==> config.mk <==
export PLATFORM = sky130hd
export DESIGN_NAME = psr_bank
export DESIGN_NICKNAME = d
export VERILOG_FILES = /design/src/rtl/psr_bank.sv
export SDC_FILE = /design/constraint.sdc
export NUM_CORES = 1
export LEC_CHECK = 0
export BUFFER_PORTS_ARGS = -buffer_cell sky130_fd_sc_hd__buf_4
export CORE_MARGIN = 1.5
export CORE_UTILIZATION = 40
export DETAILED_ROUTE_END_ITERATION = 6
export GPL_TIMING_DRIVEN = 0
export HOLD_SLACK_MARGIN = 0.12
export PLACE_DENSITY = 0.65
export SYNTH_ARGS = -nofsm -noshare
export SYNTH_HDL_FRONTEND = slang
export SYNTH_SLANG_ARGS = --single-unit
==> constraint.sdc <==
create_clock -name clk -period 5.7 [get_ports clk]
set_clock_uncertainty 0.15 [all_clocks]
set_input_delay 1.425 -clock clk [delete_from_list [all_inputs] [get_ports clk]]
set_output_delay 1.425 -clock clk [all_outputs]
set_load 0.1 [all_outputs]
==> src/rtl/psr_bank.sv <==
// ---------------------------------------------------------------------------
// psr_bank -- program-status register bank at the execute/writeback boundary.
//
// Holds the current condition flags (NZCV at the default width). The flags
// are loaded from the ALU (s_en) or under a bit mask from MSR (msr_en). A
// DEPTH-entry saved-status stack is pushed on exception entry and popped on
// exception return, so nested exceptions restore their flags. One operation
// per cycle, fixed priority: rst > exc_entry > exc_ret > msr_en > s_en > hold.
// Every output is a register.
//
// Optional feature macro: PSR_QFLAG_EN
//   Adds the sticky saturation flag Q (q_set, msr_q_clr, q_out). Q is saved
//   and restored with the flags, so stack entries become FLAG_W+1 bits wide.
//
// Parameters
//   FLAG_W   number of flag bits (MSB = N, then Z, C, V)
//   DEPTH    saved-status stack entries (>= 1)
//   DEPTH_W  width of the depth count, 2**DEPTH_W > DEPTH
//
// Ports
//   clk          rising-edge clock
//   rst          synchronous active-high reset
//   flags_in     ALU result flags, loaded when s_en
//   s_en         load flags_in into the current flags
//   msr_en       masked write of the current flags
//   msr_data     MSR value
//   msr_mask     1 = bit written by MSR, 0 = bit held
//   exc_entry    push current flags onto the stack
//   exc_ret      pop the top entry into the current flags
//   flags_out    current flags
//   spsr_out     top-of-stack flags, 0 when the stack is empty
//   depth        number of valid stack entries
//   stack_full   depth == DEPTH
//   stack_empty  depth == 0
//   stack_err    one-cycle pulse on push-when-full or pop-when-empty
//   q_set        (PSR_QFLAG_EN) set sticky Q
//   msr_q_clr    (PSR_QFLAG_EN) clear Q together with msr_en
//   q_out        (PSR_QFLAG_EN) sticky saturation flag
// ---------------------------------------------------------------------------
module psr_bank #(
  parameter int FLAG_W  = 4,
  parameter int DEPTH   = 4,
  parameter int DEPTH_W = 3
) (
  input  logic               clk,
  input  logic               rst,
  input  logic [FLAG_W-1:0]  flags_in,
  input  logic               s_en,
  input  logic               msr_en,
  input  logic [FLAG_W-1:0]  msr_data,
  input  logic [FLAG_W-1:0]  msr_mask,
  input  logic               exc_entry,
  input  logic               exc_ret,
  output logic [FLAG_W-1:0]  flags_out,
  output logic [FLAG_W-1:0]  spsr_out,
  output logic [DEPTH_W-1:0] depth,
  output logic               stack_full,
  output logic               stack_empty,
  output logic               stack_err
`ifdef PSR_QFLAG_EN
  ,
  input  logic               q_set,
  input  logic               msr_q_clr,
  output logic               q_out
`endif
);

`ifdef PSR_QFLAG_EN
  localparam int ENT_W = FLAG_W + 1;  // {Q, flags}
`else
  localparam int ENT_W = FLAG_W;
`endif
  localparam int IDX_W = (DEPTH > 1) ? $clog2(DEPTH) : 1;

  localparam logic [DEPTH_W-1:0] DEPTH_MAX = DEPTH_W'(DEPTH);
  localparam logic [DEPTH_W-1:0] D_ZERO    = '0;
  localparam logic [DEPTH_W-1:0] D_ONE     = DEPTH_W'(1);
  localparam logic [DEPTH_W-1:0] D_TWO     = DEPTH_W'(2);

  logic [FLAG_W-1:0]  flags_q, flags_d;
  logic [FLAG_W-1:0]  spsr_q,  spsr_d;
  logic [DEPTH_W-1:0] depth_q, depth_d;
  logic               full_q,  full_d;
  logic               empty_q, empty_d;
  logic               err_q,   err_d;

  logic [ENT_W-1:0]   stack_q [DEPTH];
  logic               push_en;
  logic [ENT_W-1:0]   cur_ent;
  logic [ENT_W-1:0]   top_ent;
  logic [ENT_W-1:0]   below_ent;
  logic [IDX_W-1:0]   wr_idx, top_idx, below_idx;

`ifdef PSR_QFLAG_EN
  logic q_q, q_d;
  assign cur_ent = {q_q, flags_q};
`else
  assign cur_ent = flags_q;
`endif

  // Push writes at depth; a pop reads depth-1 into the flags and exposes
  // depth-2 as the new top of stack. Out-of-range indices only occur in
  // cycles where the value is not used.
  assign wr_idx    = IDX_W'(depth_q);
  assign top_idx   = IDX_W'(depth_q - D_ONE);
  assign below_idx = IDX_W'(depth_q - D_TWO);
  assign top_ent   = stack_q[top_idx];
  assign below_ent = stack_q[below_idx];

  always_comb begin
    // NOTE: every signal driven here gets a default first, so no path can
    // leave one unassigned and infer a latch.
    flags_d = flags_q;
    spsr_d  = spsr_q;
    depth_d = depth_q;
    err_d   = 1'b0;
    push_en = 1'b0;
`ifdef PSR_QFLAG_EN
    q_d     = q_q;
`endif

    if (exc_entry) begin
      // Entry wins; exc_ret/msr/s (and q_set) in the same cycle are dropped,
      // even when the push itself faults.
      if (depth_q != DEPTH_MAX) begin
        push_en = 1'b1;
        depth_d = depth_q + D_ONE;
        spsr_d  = flags_q;
      end else begin
        err_d = 1'b1;
      end
    end else if (exc_ret) begin
      if (depth_q != D_ZERO) begin
        flags_d = top_ent[FLAG_W-1:0];
`ifdef PSR_QFLAG_EN
        q_d     = top_ent[FLAG_W];
`endif
        depth_d = depth_q - D_ONE;
        spsr_d  = (depth_q > D_ONE) ? below_ent[FLAG_W-1:0] : '0;
      end else begin
        err_d = 1'b1;
      end
    end else begin
      if (msr_en) begin
        flags_d = (msr_data & msr_mask) | (flags_q & ~msr_mask);
      end else if (s_en) begin
        flags_d = flags_in;
      end
`ifdef PSR_QFLAG_EN
      // Set beats clear when both arrive together.
      if (q_set) begin
        q_d = 1'b1;
      end else if (msr_en && msr_q_clr) begin
        q_d = 1'b0;
      end
`endif
    end

    full_d  = (depth_d == DEPTH_MAX);
    empty_d = (depth_d == D_ZERO);
  end

  // NOTE: sequential state uses non-blocking assignments so every flop
  // samples the pre-edge values regardless of statement order.
  always_ff @(posedge clk) begin
    if (rst) begin
      flags_q <= '0;
      spsr_q  <= '0;
      depth_q <= '0;
      full_q  <= 1'b0;
      empty_q <= 1'b1;
      err_q   <= 1'b0;
`ifdef PSR_QFLAG_EN
      q_q     <= 1'b0;
`endif
    end else begin
      flags_q <= flags_d;
      spsr_q  <= spsr_d;
      depth_q <= depth_d;
      full_q  <= full_d;
      empty_q <= empty_d;
      err_q   <= err_d;
`ifdef PSR_QFLAG_EN
      q_q     <= q_d;
`endif
    end
  end

  // NOTE: the stack storage is not reset; depth_q alone decides which
  // entries are valid, so stale contents are never observed.
  always_ff @(posedge clk) begin
    if (push_en && !rst) begin
      stack_q[wr_idx] <= cur_ent;
    end
  end

  assign flags_out   = flags_q;
  assign spsr_out    = spsr_q;
  assign depth       = depth_q;
  assign stack_full  = full_q;
  assign stack_empty = empty_q;
  assign stack_err   = err_q;
`ifdef PSR_QFLAG_EN
  assign q_out       = q_q;
`endif

endmodule

==> reports/qor.csv <==
stage,metric,value,unit
clock_network,post_cts.repair.setup_buffers,0,
synthesis,yosys_warnings,0,
global_routing,grt_start_max_net_pins,11,
synthesis,ys.flop_type,sky130_fd_sc_hd__edfxtp_1,
flow_run,timing.max_cap.violations,0,
setup_path,crit_path_start_kind,flip-flop,
setup_path,timing.critical_path.required,4120,ps
pwr,ir_worst_vdd,0.000202,V
synthesis,yosys-mux-area-fraction,12.7,%
clock_network,clk_transition_reported_paths,60,ps
final_layout,area_growth_syn_to_layout,24.8,%
final_layout,final_nets,203,
pwr,power_density,389,mW/mm²
global_routing,first_global_vias,1279,
final_layout,ratio_of_cells_with_drive_above_1_in_the_final_layout,33.7,%
placed_design,place.port_buffers,29,
placed_design,numPlacedInstances,223,
routing,route.final.wire_length,3720,µm
floorplan,floorplan.initialDensity,41.6,%
clock_network,clk_latency,280,ps
floorplan,coreArea,0.00400,mm²
timing,post-route-min-period,2750,ps
synthesis,synth-adder-area-share,3.76,%
synthesis,instance_count_of_the_mapped_netlist,144,
floorplan,fp.dieW,67.5,µm
floorplan,pin_count,32,
synthesis,synth.yosys.seq_area_share,45.7,%
global_routing,grt_remaining_overflow,0,
floorplan,floorplan.rows,23,
synthesis,synth.ff_latch_count,30,
hold_path,worstHoldPathCells,2,
timing,period_share,48.3,%
synthesis,syn-cell-area,0.00166,mm²
synthesis,synth-compound-area-share,17.1,%
global_routing,globalRouteTotalUtil,18.9,%
placed_design,pre_cts_slack,2890,ps
final_layout,insertedDiodeCount,0,
floorplan,die_height,67.5,µm
synthesis,number_of_flops_mapped_to_enable_cells_by_yosys,16,
routing,drt_iter0_drc,49,
clock_network,cts.hold.buffers_added,0,
setup_path,reg2regPathDepth,7,
final_layout,finish.cell_count_without_fillers,231,
hold_path,holdCritStartpoint,spsr_out[3],
routing,drt.antenna.violating_nets,0,
global_routing,antenna_violations_before_repair,0,
setup_path,timing.setup.critical_path_class,reg -> out,
clock_network,htree_num_levels,2,
synthesis,post_synth_and_or_nand_nor_area_fraction,14.9,%
setup_path,cp_num_buf_inv,1,
clock_network,bufs_on_longest_clock_path,2,
hold_path,timing.hold.worst_endpoint,spsr_out[3],
floorplan,die_area,0.00456,mm²
setup_path,crit_slowest_cell,sky130_fd_sc_hd__dfxtp_1,
timing,maxSlewHeadroom,63.4,%
timing,finalHoldViolations,0,
routing,wire_per_inst,16.1,µm
synthesis,synth.avg_cell_area,11.6,µm²
setup_path,reg2reg_slack,3320,ps
pwr,power.leakage,0.815,nW
synthesis,synth.distinct_cells,42,
timing,grt_setup_unrepaired,false,
hold_path,min_path_type,reg -> reg,
routing,drt-pass1-iter-count,4,
synthesis,postSynth.asyncResetShare,0,%
clock_network,post_cts_resize_count,0,
synthesis,synth_nets,167,
setup_path,max_stage_delay,540,ps
synthesis,main_combinational_cell_family_by_area_after_synthesis,compound AO/OA/AOI/OAI gates,
timing,final_max_slew_viol_count,0,
setup_path,crit_fanout,9,
status,status,completed,
synthesis,synthXorXnorAreaFrac,0.526,%
clock_network,tritoncts.num_buffers,5,
global_routing,global_route_wire_length_before_repair,6200,µm
timing,worst_slew_pin_slew,548,ps
timing,maxClockFrequency,0.363,GHz
timing,final-setup-viol-count,0,
setup_path,reg2reg_from,depth[1],
setup_path,worst-endpoint-arrival,1180,ps
timing,finalWorstSetupSlack,2950,ps
routing,routed-via-count,1288,
placed_design,gp_congestion,0.863,
clock_network,cts_tree,built,
setup_path,critical_path.endpoint_type,output pin,
routing,drt_drc_violations_left,0,
final_layout,fillerInstances,346,
setup_path,cp_cell_sequence,buf_4,
clock_network,root_buffer,sky130_fd_sc_hd__clkbuf_8,
placed_design,final_hpwl_dp,2780,µm
timing,totalNegativeSetupSlack,0,ps
routing,vias_per_cell,5.58,
setup_path,category_of_cells_accounting_for_the_largest_share_of_critical_path_delay,flip-flops,
clock_network,cts_sinks,30,
-- cell usage in the layout (no fill, tap or decap), types with 2 or more instances in the layout --
cell type / Yosys / layout
sky130_fd_sc_hd__clkbuf_8: 0 / 5
sky130_fd_sc_hd__o211a_1: 3 / 3
sky130_fd_sc_hd__ha_1: 5 / 5
sky130_fd_sc_hd__o211ai_1: 4 / 4
sky130_fd_sc_hd__inv_1: 8 / 8
sky130_fd_sc_hd__nor2_1: 9 / 9
sky130_fd_sc_hd__mux2i_1: 2 / 2
sky130_fd_sc_hd__mux4_2: 8 / 8
sky130_fd_sc_hd__o21ai_0: 2 / 2
sky130_fd_sc_hd__bufinv_16: 0 / 2
sky130_fd_sc_hd__buf_4: 3 / 32
sky130_fd_sc_hd__a221oi_1: 4 / 4
sky130_fd_sc_hd__nand2_1: 10 / 10
sky130_fd_sc_hd__edfxtp_1: 16 / 16
sky130_fd_sc_hd__a21oi_1: 11 / 11
sky130_fd_sc_hd__nor3_1: 4 / 4
sky130_fd_sc_hd__o22ai_1: 3 / 3
sky130_fd_sc_hd__nand2b_1: 3 / 3
sky130_fd_sc_hd__dfxtp_1: 14 / 14
sky130_fd_sc_hd__nor2b_1: 2 / 2
sky130_fd_sc_hd__buf_2: 4 / 4
sky130_fd_sc_hd__and2_1: 4 / 4
sky130_fd_sc_hd__nor4_2: 3 / 3
sky130_fd_sc_hd__nand3b_1: 2 / 2
-- synthesized netlist by cell type (2+ instances only) --
cell                       count  share of area, %
sky130_fd_sc_hd__dfxtp_1      14                17
sky130_fd_sc_hd__nand2_1      10               2.3
sky130_fd_sc_hd__inv_1         8               1.8
sky130_fd_sc_hd__buf_4         3               1.4
sky130_fd_sc_hd__nor4_2        3               2.3
sky130_fd_sc_hd__and2_1        4               1.5
sky130_fd_sc_hd__mux2i_1       2               1.2
sky130_fd_sc_hd__nand3b_1      2              0.90
sky130_fd_sc_hd__nor3_1        4               1.2
sky130_fd_sc_hd__buf_2         4               1.2
sky130_fd_sc_hd__nor2b_1       2              0.75
sky130_fd_sc_hd__ha_1          5               3.8
sky130_fd_sc_hd__o21ai_0       2              0.60
sky130_fd_sc_hd__a21oi_1      11               3.3
sky130_fd_sc_hd__mux4_2        8                11
sky130_fd_sc_hd__o211ai_1      4               1.8
sky130_fd_sc_hd__o22ai_1       3               1.1
sky130_fd_sc_hd__o211a_1       3               1.8
sky130_fd_sc_hd__edfxtp_1     16                29
sky130_fd_sc_hd__a221oi_1      4               2.1
sky130_fd_sc_hd__nand2b_1      3               1.1
sky130_fd_sc_hd__nor2_1        9               2.0
-- report_power, final --
| group | total, mW | switching [mW] | internal, mW | leakage, nW |
|---|---|---|---|---|
| Sequential | 0.269 | 0.0192 | 0.250 | 0.264 |
| Clock | 0.251 | 0.0779 | 0.173 | 0.0658 |
| Combinational | 0.288 | 0.192 | 0.0964 | 0.486 |
| Total | 0.808 | 0.289 | 0.519 | 0.815 |
-- layer usage --
metal / vias to the layer above / part of all wire [%] / wire (µm) / GRT usage (%)
met1: 612 / 44 / 1630 / 24.9
met5: - / 0 / 0 / 0
met2: 48 / 49 / 1810 / 28.8
met3: 4 / 6.2 / 232 / 5.67
met4: 0 / 1.3 / 47 / 7.91
li1: 624 / - / - / -
-- kinds of logic (layout without fill, tap and decap cells) --
logic type	count (synthesis)	count (layout)
DFF	30	30
xor gates and xnor gates	1	1
muxes	11	11
buffers and inverters	17	54
adders and majority gates	5	5
and+or+nand+nor	43	43
AOI/OAI and AO/OA	37	37
-- layout make-up --
type                       instances  area, µm²  area share, %
multi-input combinational         97        816           39.3
inverter                           8       30.0           1.45
clock buffer                       5       68.8           3.31
timing repair buffer              29        218           10.5
tap                               50       62.6           3.01
clock inverter                     3       63.8           3.07
buffer                             9       57.6           2.77
sequential                        30        761           36.6
-- worst max-delay path by stage --
stage	end	cells past startpoint	slack [ps]	start
finish	depth[1]	1	2950	depth[1]
CTS	depth[1]	1	2940	depth[1]
global placement	flip-flop	5	3000	exc_ret
detailed placement	flip-flop	5	2890	exc_ret
floorplan	flip-flop	7	2830	depth[1]
global route	depth[1]	1	2900	depth[1]
-- metrics by stage --
step                      hold slack, ps  utilization (%)  area (µm²)  total power [mW]
after floorplan                      726                -        1660             0.498
after global placement               314             48.6        1940             0.555
after detailed placement             317             48.6        1940             0.561
after CTS                            327             51.9        2080             0.815
after global routing                 353             51.9        2080             0.850
final                                321             51.9        2080             0.808
Power figures use the tool's default switching activity.
